### src/rtl/complemento_pipe_if.sv
// ============================================================================
//  complemento_pipe_if : operand/result handshake bundle for complemento_pipe
//  Revision : 1.0
// ============================================================================
`default_nettype none

interface complemento_pipe_if #(
  parameter int WIDTH = 8
);
  logic             in_valid;
  logic             in_ready;
  logic [WIDTH-1:0] A;
  logic [1:0]       mode;
  logic             out_valid;
  logic             out_ready;
  logic [WIDTH-1:0] Y;
  logic             overflow;
  logic             zero;

  // Producer/consumer side (register file read port and ALU result mux)
  modport master (
    output in_valid, A, mode, out_ready,
    input  in_ready, out_valid, Y, overflow, zero
  );

  // Complement unit side
  modport slave (
    input  in_valid, A, mode, out_ready,
    output in_ready, out_valid, Y, overflow, zero
  );
endinterface

`default_nettype wire

### src/rtl/complemento_pipe.sv
// ============================================================================
//  complemento_pipe : two-stage pipelined one's/two's complement, abs, pass
//  Optional macro COMPLEMENTO_PIPE_SAT_EN saturates overflowing results.
//  Revision : 1.0
// ============================================================================
`default_nettype none

module complemento_pipe #(
  parameter int WIDTH = 8
) (
  input  wire logic          clock,
  input  wire logic          reset,
  input  wire logic          enable,
  complemento_pipe_if.slave  bus
);

  localparam logic [WIDTH-1:0] C_MOST_NEG = {1'b1, {(WIDTH-1){1'b0}}};
  localparam logic [WIDTH-1:0] C_ONE      = {{(WIDTH-1){1'b0}}, 1'b1};
`ifdef COMPLEMENTO_PIPE_SAT_EN
  localparam logic [WIDTH-1:0] C_MOST_POS = {1'b0, {(WIDTH-1){1'b1}}};
`endif

  localparam logic [1:0] C_MODE_ONES = 2'b00;
  localparam logic [1:0] C_MODE_TWOS = 2'b01;
  localparam logic [1:0] C_MODE_ABS  = 2'b10;

  logic             r_s1_valid;
  logic [WIDTH-1:0] r_a;
  logic [1:0]       r_mode;
  logic             r_out_valid;
  logic [WIDTH-1:0] r_y;
  logic             r_overflow;
  logic             r_zero;

  logic             w_adv2;
  logic             w_in_ready;
  logic             w_accept;
  logic             w_out_xfer;
  logic [WIDTH-1:0] w_neg;
  logic             w_is_min;
  logic [WIDTH-1:0] w_y;
  logic             w_ovf;
  logic             w_zero;

  // Handshake: S2 frees up on consumption, S1 frees up when it advances
  assign w_adv2     = enable && r_s1_valid && (!r_out_valid || bus.out_ready);
  assign w_in_ready = enable && (!r_s1_valid || w_adv2);
  assign w_accept   = bus.in_valid && w_in_ready;
  assign w_out_xfer = r_out_valid && bus.out_ready;

  assign w_neg    = ~r_a + C_ONE;
  assign w_is_min = (r_a == C_MOST_NEG);

  always_comb begin
    w_y   = r_a;
    w_ovf = 1'b0;
    case (r_mode)
      C_MODE_ONES: w_y = ~r_a;
      C_MODE_TWOS: begin
        w_y   = w_neg;
        w_ovf = w_is_min;
      end
      C_MODE_ABS: begin
        if (r_a[WIDTH-1]) begin
          w_y   = w_neg;
          w_ovf = w_is_min;
        end
      end
      default: w_y = r_a;
    endcase
`ifdef COMPLEMENTO_PIPE_SAT_EN
    if (w_ovf) begin
      w_y = C_MOST_POS;
    end
`endif
  end

  assign w_zero = (w_y == '0);

  always_ff @(posedge clock) begin
    if (reset) begin
      r_s1_valid  <= 1'b0;
      r_a         <= '0;
      r_mode      <= '0;
      r_out_valid <= 1'b0;
      r_y         <= '0;
      r_overflow  <= 1'b0;
      r_zero      <= 1'b0;
    end else begin
      if (w_accept) begin
        r_s1_valid <= 1'b1;
        r_a        <= bus.A;
        r_mode     <= bus.mode;
      end else if (w_adv2) begin
        r_s1_valid <= 1'b0;
      end

      // A concurrent consume and advance replaces S2 without a bubble
      if (w_adv2) begin
        r_out_valid <= 1'b1;
        r_y         <= w_y;
        r_overflow  <= w_ovf;
        r_zero      <= w_zero;
      end else if (w_out_xfer) begin
        r_out_valid <= 1'b0;
      end
    end
  end

  assign bus.in_ready  = w_in_ready;
  assign bus.out_valid = r_out_valid;
  assign bus.Y         = r_y;
  assign bus.overflow  = r_overflow;
  assign bus.zero      = r_zero;

endmodule

`default_nettype wire

### src/flat_wrapper.sv
// flat-port wrapper written by rule: the top's interface ports become plain ports
module complemento_pipe_flat 
#(
  parameter int WIDTH = 8
)
  (clock, reset, enable, bus_in_valid, bus_A, bus_mode, bus_out_ready, bus_in_ready, bus_out_valid, bus_Y, bus_overflow, bus_zero);
  complemento_pipe_if #(.WIDTH(WIDTH)) bus_i ();
  input  wire logic clock;
  input  wire logic reset;
  input  wire logic enable;
  input wire logic [$bits(bus_i.in_valid)-1:0] bus_in_valid;
  input wire logic [$bits(bus_i.A)-1:0] bus_A;
  input wire logic [$bits(bus_i.mode)-1:0] bus_mode;
  input wire logic [$bits(bus_i.out_ready)-1:0] bus_out_ready;
  output wire logic [$bits(bus_i.in_ready)-1:0] bus_in_ready;
  output wire logic [$bits(bus_i.out_valid)-1:0] bus_out_valid;
  output wire logic [$bits(bus_i.Y)-1:0] bus_Y;
  output wire logic [$bits(bus_i.overflow)-1:0] bus_overflow;
  output wire logic [$bits(bus_i.zero)-1:0] bus_zero;
  assign bus_i.in_valid = bus_in_valid;
  assign bus_i.A = bus_A;
  assign bus_i.mode = bus_mode;
  assign bus_i.out_ready = bus_out_ready;
  assign bus_in_ready = bus_i.in_ready;
  assign bus_out_valid = bus_i.out_valid;
  assign bus_Y = bus_i.Y;
  assign bus_overflow = bus_i.overflow;
  assign bus_zero = bus_i.zero;
  complemento_pipe #(.WIDTH(WIDTH)) u_core (.clock(clock), .reset(reset), .enable(enable), .bus(bus_i));
endmodule
### config.mk
export PLATFORM = sky130hd
export DESIGN_NAME = complemento_pipe_flat
export DESIGN_NICKNAME = d
export VERILOG_FILES = /design/src/rtl/complemento_pipe_if.sv /design/src/rtl/complemento_pipe.sv /design/src/flat_wrapper.sv
export SDC_FILE = /design/constraint.sdc
export NUM_CORES = 1
export LEC_CHECK = 0
export BUFFER_PORTS_ARGS = -buffer_cell sky130_fd_sc_hd__buf_2
export CAP_MARGIN = 20
export CORE_ASPECT_RATIO = 1.5
export CORE_UTILIZATION = 48
export DETAILED_ROUTE_END_ITERATION = 12
export GPL_ROUTABILITY_DRIVEN = 1
export PLACE_DENSITY = 0.69
export SYNTH_ARGS = -nofsm -noshare
export SYNTH_HDL_FRONTEND = slang
export SYNTH_SLANG_ARGS = --single-unit
### constraint.sdc
create_clock -name clock -period 5.3 [get_ports clock]
set_input_delay 1.06 -clock clock [delete_from_list [all_inputs] [get_ports clock]]
set_output_delay 1.06 -clock clock [all_outputs]
set_load 0.1 [all_outputs]
==> results of run 1 <==
## area by class of cell
cell class | count | area [sq um] | share of cell area
Inverter | 6 | 22.5 | 0.0163
Clock inverter | 1 | 30.0 | 0.0218
Multi-Input combinational cell | 118 | 697 | 0.505
Sequential cell | 22 | 440 | 0.319
Timing Repair Buffer | 27 | 138 | 0.0998
Tap cell | 23 | 28.8 | 0.0209
Clock buffer | 3 | 22.5 | 0.0163
## registers in the layout, summed over array words and instances, names as in the netlist
| name | count |
|---|---|
| u_core.r_a | 8 |
| u_core.bus.out_valid | 1 |
| u_core.r_s1_valid | 1 |
| u_core.r_mode | 2 |
| u_core.bus.overflow | 1 |
| u_core.bus.Y | 8 |
| u_core.bus.zero | 1 |
## cells in the mapped netlist (all sizes together) (2+ instances only)
master | instances | area share
nand3 | 11 | 0.046
nand3b | 3 | 0.019
nor2 | 8 | 0.025
or3 | 2 | 0.010
clkbuf | 8 | 0.025
nor2b | 3 | 0.016
o21ai | 4 | 0.017
nor4 | 2 | 0.010
inv | 6 | 0.019
a21oi | 23 | 0.096
or4 | 3 | 0.019
a32oi | 2 | 0.015
nand2b | 5 | 0.026
a211oi | 4 | 0.025
or2 | 2 | 0.010
ha | 6 | 0.063
dfxtp | 22 | 0.37
o311ai | 2 | 0.015
nand2 | 24 | 0.075
## layer usage
metal / share of wire / routed length, um / track usage
met5: 0 / 0 / 0
met4: 0.033 / 89 / 0.105
met3: 0.041 / 111 / 0.0172
met2: 0.52 / 1410 / 0.383
met1: 0.40 / 1080 / 0.250
## cells by family (layout without fill, tap and decap cells)
family / after synthesis / after routing / share of synthesized area
and+or+nand+nor: 67 / 67 / 0.287
AOI/OAI and AO/OA: 45 / 45 / 0.234
adders and majority gates: 6 / 6 / 0.0628
DFF: 22 / 22 / 0.369
buffers and inverters: 15 / 37 / 0.0482
## worst register-to-register path: stages (launching register included)
cell	delay, ns
dfxtp_1	0.39
or4_1	0.59
nor4_1	0.27
ha_1	0.29
nand2b_1	0.14
a32oi_1	0.34
nor4_1	0.08
nand3b_1	0.10
o21ai_1	0.06
## final timing paths
| kind | cells after the start | slack, ns | from | endpoint |
|---|---|---|---|---|
| worst max-delay path | 5 | 2.23 | bus_out_ready | bus_in_ready |
| worst min-delay path | 2 | 0.46 | u_core.bus.overflow$_SDFFE_PP0P_ | u_core.bus.overflow$_SDFFE_PP0P_ |
| worst max register to register | 8 | 2.94 | u_core.r_a[0]$_SDFFE_PP0P_ | u_core.bus.zero$_SDFFE_PP0P_ |
| worst min register to register | 2 | 0.46 | u_core.bus.overflow$_SDFFE_PP0P_ | u_core.bus.overflow$_SDFFE_PP0P_ |
## report_power, final
group          leakage (nW)  total, mW  switching [mW]  internal [mW]
Sequential            0.179      0.180         0.00701          0.173
Combinational         0.352     0.0897          0.0622         0.0275
Clock                0.0279      0.130          0.0536         0.0765
Total                 0.560      0.400           0.123          0.277
## through the flow
step	power, mW	cells
after floorplan	0.253	155
after global placement	0.270	196
after detailed placement	0.273	196
after CTS	0.402	200
after global routing	0.418	200
final	0.400	200
==> flow_results.xml, run 1 <==
<?xml version="1.0" encoding="UTF-8"?>
<metrics>
  <group name="worst_hold_path">
    <metric name="hp-class" unit="">register to register</metric>
  </group>
  <group name="placement">
    <metric name="place_hpwl" unit="mm">2.05</metric>
    <metric name="detailedPlace.worstSlack" unit="ns">2.25</metric>
    <metric name="port-buffer-count" unit="">26</metric>
    <metric name="globalplace.congestion" unit="">0.850</metric>
    <metric name="placedInstanceArea" unit="sq mm">0.00133</metric>
  </group>
  <group name="detailed_routing">
    <metric name="drt_pre_antenna_iters" unit="">5</metric>
    <metric name="vias_per_cell" unit="">5.91</metric>
    <metric name="detail_route.wl_per_cell" unit="um">13.4</metric>
    <metric name="dr.first_iter.drc_count" unit="">24</metric>
    <metric name="vias" unit="">1182</metric>
    <metric name="route.detailed.drc" unit="">0</metric>
    <metric name="drtAntennaViolNets" unit="">0</metric>
    <metric name="postRouteWirelength" unit="mm">2.69</metric>
  </group>
  <group name="worst_setup_path">
    <metric name="largest_fanout_on_the_critical_path" unit="">12</metric>
    <metric name="startpoint_type" unit="">input port</metric>
    <metric name="timing.critical_path.mode_cell" unit="">buf_2</metric>
    <metric name="timing.critical_path.max_delay_family" unit="">buffers and inverters</metric>
    <metric name="setup.worst_path.end_class" unit="">output port</metric>
    <metric name="cp_num_buf_inv" unit="">3</metric>
    <metric name="critical_path.max_stage_delay" unit="ns">0.44</metric>
    <metric name="worstPathCellList" unit="">buf_2 -&gt; nor2b_1 -&gt; a21boi_0 -&gt; buf_4 -&gt; buf_2</metric>
    <metric name="crit_arrival" unit="ns">2.01</metric>
    <metric name="critPathKind" unit="">input port to output port</metric>
    <metric name="required_time_worst_endpoint" unit="ns">4.24</metric>
    <metric name="crit_path_top_delay_cell" unit="">buf_2</metric>
  </group>
  <group name="synthesis">
    <metric name="netlist-cell-type-count" unit="">36</metric>
    <metric name="ys.flop_type" unit="">dfxtp_1</metric>
    <metric name="number_of_flops_mapped_to_enable_cells_by_yosys" unit="">0</metric>
    <metric name="synthesis.yosys.warnings" unit="">0</metric>
    <metric name="synth.cell_area" unit="sq mm">0.00119</metric>
    <metric name="syn_nets" unit="">176</metric>
    <metric name="yosys_register_bits" unit="">22</metric>
    <metric name="synth.yosys.seq_area_share" unit="">0.369</metric>
    <metric name="synth_area_per_cell" unit="sq um">7.71</metric>
    <metric name="ys_async_sr_fraction" unit="">0</metric>
    <metric name="syn-instance-count" unit="">155</metric>
  </group>
  <group name="sta">
    <metric name="final_period_minus_worst_setup_slack" unit="ns">3.07</metric>
    <metric name="max_freq" unit="GHz">0.325</metric>
    <metric name="clock_skew" unit="ns">0.00994</metric>
    <metric name="timing_hold_violations_final" unit="">0</metric>
    <metric name="worst_slack" unit="ns">2.23</metric>
    <metric name="worst_slew_pin_tran" unit="ns">0.605</metric>
    <metric name="setup_viol" unit="">0</metric>
    <metric name="grt_setup_unrepaired" unit="">false</metric>
    <metric name="final_max_slew_viol_count" unit="">0</metric>
    <metric name="timing.slew.headroom" unit="">0.595</metric>
    <metric name="finalCritPeriodShare" unit="">0.580</metric>
    <metric name="whs" unit="ns">0.462</metric>
    <metric name="final.setup.tns" unit="ns">0</metric>
  </group>
  <group name="clock_network">
    <metric name="cts_repair_resize_count" unit="">0</metric>
    <metric name="cts-root-buf" unit="">clkbuf_4</metric>
    <metric name="number_of_buffers_inserted_during_clock_tree_synthesis" unit="">3</metric>
    <metric name="cts_tree" unit="">done</metric>
    <metric name="cts.repair_timing.setup_buffer_count" unit="">0</metric>
    <metric name="clock_latency" unit="ns">0.32</metric>
    <metric name="clock-sinks" unit="">22</metric>
    <metric name="clock_pin_slew_of_the_registers_on_the_worst_case_setup_and_hold_paths" unit="ns">0.13</metric>
    <metric name="htreeDepth" unit="">1</metric>
    <metric name="ctsHoldBuffers" unit="">0</metric>
    <metric name="clock_tree.buffer_depth" unit="">2</metric>
  </group>
  <group name="cells_and_area">
    <metric name="fin_util" unit="">0.603</metric>
    <metric name="commonest_non_fill_non_tap_cell_in_the_layout" unit="">buf_2</metric>
    <metric name="finalNetCount" unit="">199</metric>
    <metric name="layout.cells.most_common_list" unit="">buf_2 (26), nand2_1 (24), a21oi_1 (23), dfxtp_1 (22), nand3_1 (11)</metric>
    <metric name="stdcell_area" unit="sq mm">0.00138</metric>
    <metric name="drive_gt1_frac" unit="">0.192</metric>
    <metric name="num-fill-cells" unit="">226</metric>
    <metric name="n_antenna_cell" unit="">0</metric>
    <metric name="area_delta_synth_final" unit="%">15.4</metric>
  </group>
  <group name="outcome">
    <metric name="outcome" unit="">completed</metric>
  </group>
  <group name="global_routing">
    <metric name="grt_pass1_wl" unit="mm">4.62</metric>
    <metric name="grt_use_total" unit="">0.216</metric>
    <metric name="first_global_vias" unit="">1056</metric>
    <metric name="grt_overflow_total" unit="">0</metric>
    <metric name="grt_start_max_net_pins" unit="">24</metric>
    <metric name="grt_antenna_before_repair" unit="">0</metric>
  </group>
  <group name="floorplanning">
    <metric name="die_w" unit="um">42.7</metric>
    <metric name="die_height" unit="um">63.1</metric>
    <metric name="placeableCoreArea" unit="sq mm">0.00229</metric>
    <metric name="floorplan.die_area" unit="sq mm">0.00270</metric>
    <metric name="fp-row-count" unit="">21</metric>
    <metric name="initial_core_util" unit="">0.523</metric>
    <metric name="ioPinCount" unit="">27</metric>
  </group>
  <group name="power">
    <metric name="total_leakage_power" unit="nW">0.560</metric>
    <metric name="power_density" unit="mW/mm^2">290</metric>
    <metric name="ir_worst_vdd" unit="uV">250</metric>
  </group>
  <group name="run">
    <metric name="max_cap_violations" unit="">0</metric>
  </group>
</metrics>
No activity file was read; power rests on OpenSTA's default activity.
==> inputs of run 2 (changes only) <==
- CORE_UTILIZATION: 48 -> 47
- PLACE_DENSITY: 0.69 -> 0.71
- clock period: 5.3 -> 2.7 ns (I/O delays scaled with it)
==> run 2 against run 1 <==
Clock power is 45% higher. Sequential cell count stayed put. Combinational power is 100% higher. Worst setup slack worse by 1.7 ns. Final cell count is 0.50% higher. Power is 81% higher. Largest power group unchanged. Hold slack worse by 0.015 ns. Critical path type is now register to register. Critical path depth is 3 higher. Global-route usage is 0.12 points higher. Clock skew is 0.0074 ns lower. Non-clock buffer count stayed put.
==> flow_results.xml, run 2 (same netlist as run 1, synthesis figures left out) <==
<?xml version="1.0" encoding="UTF-8"?>
<metrics>
  <group name="sta">
    <metric name="finalCritPeriodShare" unit="">0.822</metric>
    <metric name="final_period_minus_worst_setup_slack" unit="ns">2.22</metric>
    <metric name="final.setup.tns" unit="ns">0</metric>
    <metric name="max_freq" unit="GHz">0.451</metric>
    <metric name="final_max_slew_viol_count" unit="">0</metric>
    <metric name="timing.slew.headroom" unit="">0.595</metric>
    <metric name="timing_hold_violations_final" unit="">0</metric>
    <metric name="setup_viol" unit="">0</metric>
    <metric name="worst_slew_pin_tran" unit="ns">0.605</metric>
    <metric name="grt_setup_unrepaired" unit="">false</metric>
    <metric name="clock_skew" unit="ns">0.00251</metric>
    <metric name="worst_slack" unit="ns">0.481</metric>
    <metric name="whs" unit="ns">0.447</metric>
  </group>
  <group name="detailed_routing">
    <metric name="vias" unit="">1234</metric>
    <metric name="vias_per_cell" unit="">6.14</metric>
    <metric name="drtAntennaViolNets" unit="">0</metric>
    <metric name="detail_route.wl_per_cell" unit="um">14.0</metric>
    <metric name="dr.first_iter.drc_count" unit="">41</metric>
    <metric name="route.detailed.drc" unit="">0</metric>
    <metric name="drt_pre_antenna_iters" unit="">5</metric>
    <metric name="postRouteWirelength" unit="mm">2.81</metric>
  </group>
  <group name="clock_network">
    <metric name="number_of_buffers_inserted_during_clock_tree_synthesis" unit="">3</metric>
    <metric name="cts_tree" unit="">done</metric>
    <metric name="htreeDepth" unit="">1</metric>
    <metric name="clock_latency" unit="ns">0.32</metric>
    <metric name="clock_tree.buffer_depth" unit="">2</metric>
    <metric name="cts-root-buf" unit="">clkbuf_4</metric>
    <metric name="clock-sinks" unit="">22</metric>
    <metric name="ctsHoldBuffers" unit="">0</metric>
    <metric name="cts.repair_timing.setup_buffer_count" unit="">0</metric>
    <metric name="clock_pin_slew_of_the_registers_on_the_worst_case_setup_and_hold_paths" unit="ns">0.12</metric>
    <metric name="cts_repair_resize_count" unit="">0</metric>
  </group>
  <group name="global_routing">
    <metric name="grt_antenna_before_repair" unit="">0</metric>
    <metric name="grt_use_total" unit="">0.217</metric>
    <metric name="first_global_vias" unit="">1092</metric>
    <metric name="grt_start_max_net_pins" unit="">24</metric>
    <metric name="grt_overflow_total" unit="">0</metric>
    <metric name="grt_pass1_wl" unit="mm">4.58</metric>
  </group>
  <group name="placement">
    <metric name="port-buffer-count" unit="">26</metric>
    <metric name="place_hpwl" unit="mm">2.13</metric>
    <metric name="place_inst" unit="">197</metric>
    <metric name="placedInstanceArea" unit="sq mm">0.00134</metric>
    <metric name="detailedPlace.worstSlack" unit="ns">0.595</metric>
    <metric name="globalplace.congestion" unit="">0.947</metric>
  </group>
  <group name="power">
    <metric name="share_clk_of_total_power" unit="">0.261</metric>
    <metric name="power_density" unit="mW/mm^2">524</metric>
    <metric name="comb_power_share" unit="">0.249</metric>
    <metric name="ir_worst_vdd" unit="uV">321</metric>
    <metric name="power.sequential.fraction" unit="">0.489</metric>
    <metric name="internal_power" unit="mW">0.479</metric>
    <metric name="total_leakage_power" unit="nW">0.558</metric>
    <metric name="switchingPower" unit="mW">0.244</metric>
    <metric name="power.switching_fraction" unit="">0.337</metric>
  </group>
  <group name="worst_setup_path">
    <metric name="setup.worst_path.end_class" unit="">register</metric>
    <metric name="largest_fanout_on_the_critical_path" unit="">5</metric>
    <metric name="crit_arrival" unit="ns">2.44</metric>
    <metric name="required_time_worst_endpoint" unit="ns">2.93</metric>
    <metric name="startpoint_type" unit="">register</metric>
    <metric name="critPathKind" unit="">register to register</metric>
  </group>
  <group name="run">
    <metric name="max_cap_violations" unit="">0</metric>
  </group>
  <group name="cells_and_area">
    <metric name="layout.cells.most_common_list" unit="">buf_2 (25), nand2_1 (24), a21oi_1 (23), dfxtp_1 (22), nand3_1 (11)</metric>
    <metric name="area_delta_synth_final" unit="%">15.4</metric>
    <metric name="n_antenna_cell" unit="">0</metric>
    <metric name="finalNonFillerCells" unit="">201</metric>
    <metric name="stdcell_area" unit="sq mm">0.00138</metric>
    <metric name="drive_gt1_frac" unit="">0.192</metric>
    <metric name="finalNetCount" unit="">199</metric>
    <metric name="commonest_non_fill_non_tap_cell_in_the_layout" unit="">buf_2</metric>
    <metric name="num-fill-cells" unit="">240</metric>
  </group>
  <group name="floorplanning">
    <metric name="floorplan.die_area" unit="sq mm">0.00275</metric>
    <metric name="placeableCoreArea" unit="sq mm">0.00242</metric>
    <metric name="die_w" unit="um">43.2</metric>
    <metric name="ioPinCount" unit="">27</metric>
    <metric name="die_height" unit="um">63.8</metric>
    <metric name="initial_core_util" unit="">0.493</metric>
    <metric name="fp-row-count" unit="">22</metric>
  </group>
  <group name="outcome">
    <metric name="outcome" unit="">completed</metric>
  </group>
  <group name="worst_hold_path">
    <metric name="hp-class" unit="">input port to register</metric>
  </group>
</metrics>
==> run 2: cell types whose count changed in the layout (fill, tap and decap cells not counted), sizes merged <==
cell	before	now
bufinv	1	0
clkbuf	3	4
==> run 2: cell type report <==
| type | instances | area (sq um) | share of cell area |
|---|---|---|---|
| Inverter | 6 | 22.5 | 0.0163 |
| Multi-Input combinational cell | 118 | 697 | 0.505 |
| Clock buffer | 4 | 36.3 | 0.0263 |
| Tap cell | 24 | 30.0 | 0.0218 |
| Sequential cell | 22 | 440 | 0.319 |
| Timing Repair Buffer | 27 | 153 | 0.111 |
==> run 2: per-stage QoR <==
stage                      util  power [mW]
after floorplan               -       0.496
after global placement    0.554       0.535
after detailed placement  0.554       0.539
after CTS                 0.569       0.722
after global routing      0.569       0.750
final                     0.569       0.722
==> run 2: final timing paths <==
check | from | endpoint | slack, ns | depth (start not counted)
worst max-delay path | u_core.r_a[0]$_SDFFE_PP0P_ | u_core.bus.zero$_SDFFE_PP0P_ | 0.48 | 8
worst min-delay path | bus_A[6] | u_core.r_a[6]$_SDFFE_PP0P_ | 0.45 | 3
worst max register to register | u_core.r_a[0]$_SDFFE_PP0P_ | u_core.bus.zero$_SDFFE_PP0P_ | 0.48 | 8
worst min register to register | u_core.bus.Y[6]$_SDFFE_PP0P_ | u_core.bus.Y[6]$_SDFFE_PP0P_ | 0.46 | 2
==> run 2: per-layer routing <==
| layer | track usage | share of wire | vias up |
|---|---|---|---|
| met3 | 0.0198 | 0.046 | 15 |
| met4 | 0.152 | 0.053 | 0 |
| met2 | 0.394 | 0.51 | 59 |
| li1 | - | - | 605 |
| met1 | 0.220 | 0.39 | 555 |
| met5 | 0 | 0 | - |
==> run 2: power by group through the flow <==
stage	registers [mW]	logic [mW]	clock network (mW)
after global routing	0.355	0.195	0.200
final	0.353	0.180	0.189
after detailed placement	0.360	0.179	0
after CTS	0.353	0.179	0.190
after global placement	0.359	0.176	0
after floorplan	0.405	0.0912	0
==> run 2: worst max-delay path: stages (launching register included) <==
cell      delay [ns]
dfxtp_1         0.36
or4_1           0.57
nor4_1          0.26
ha_1            0.29
nand2b_1        0.15
a32oi_1         0.26
nor4_1          0.08
nand3b_1        0.09
o21ai_1         0.06
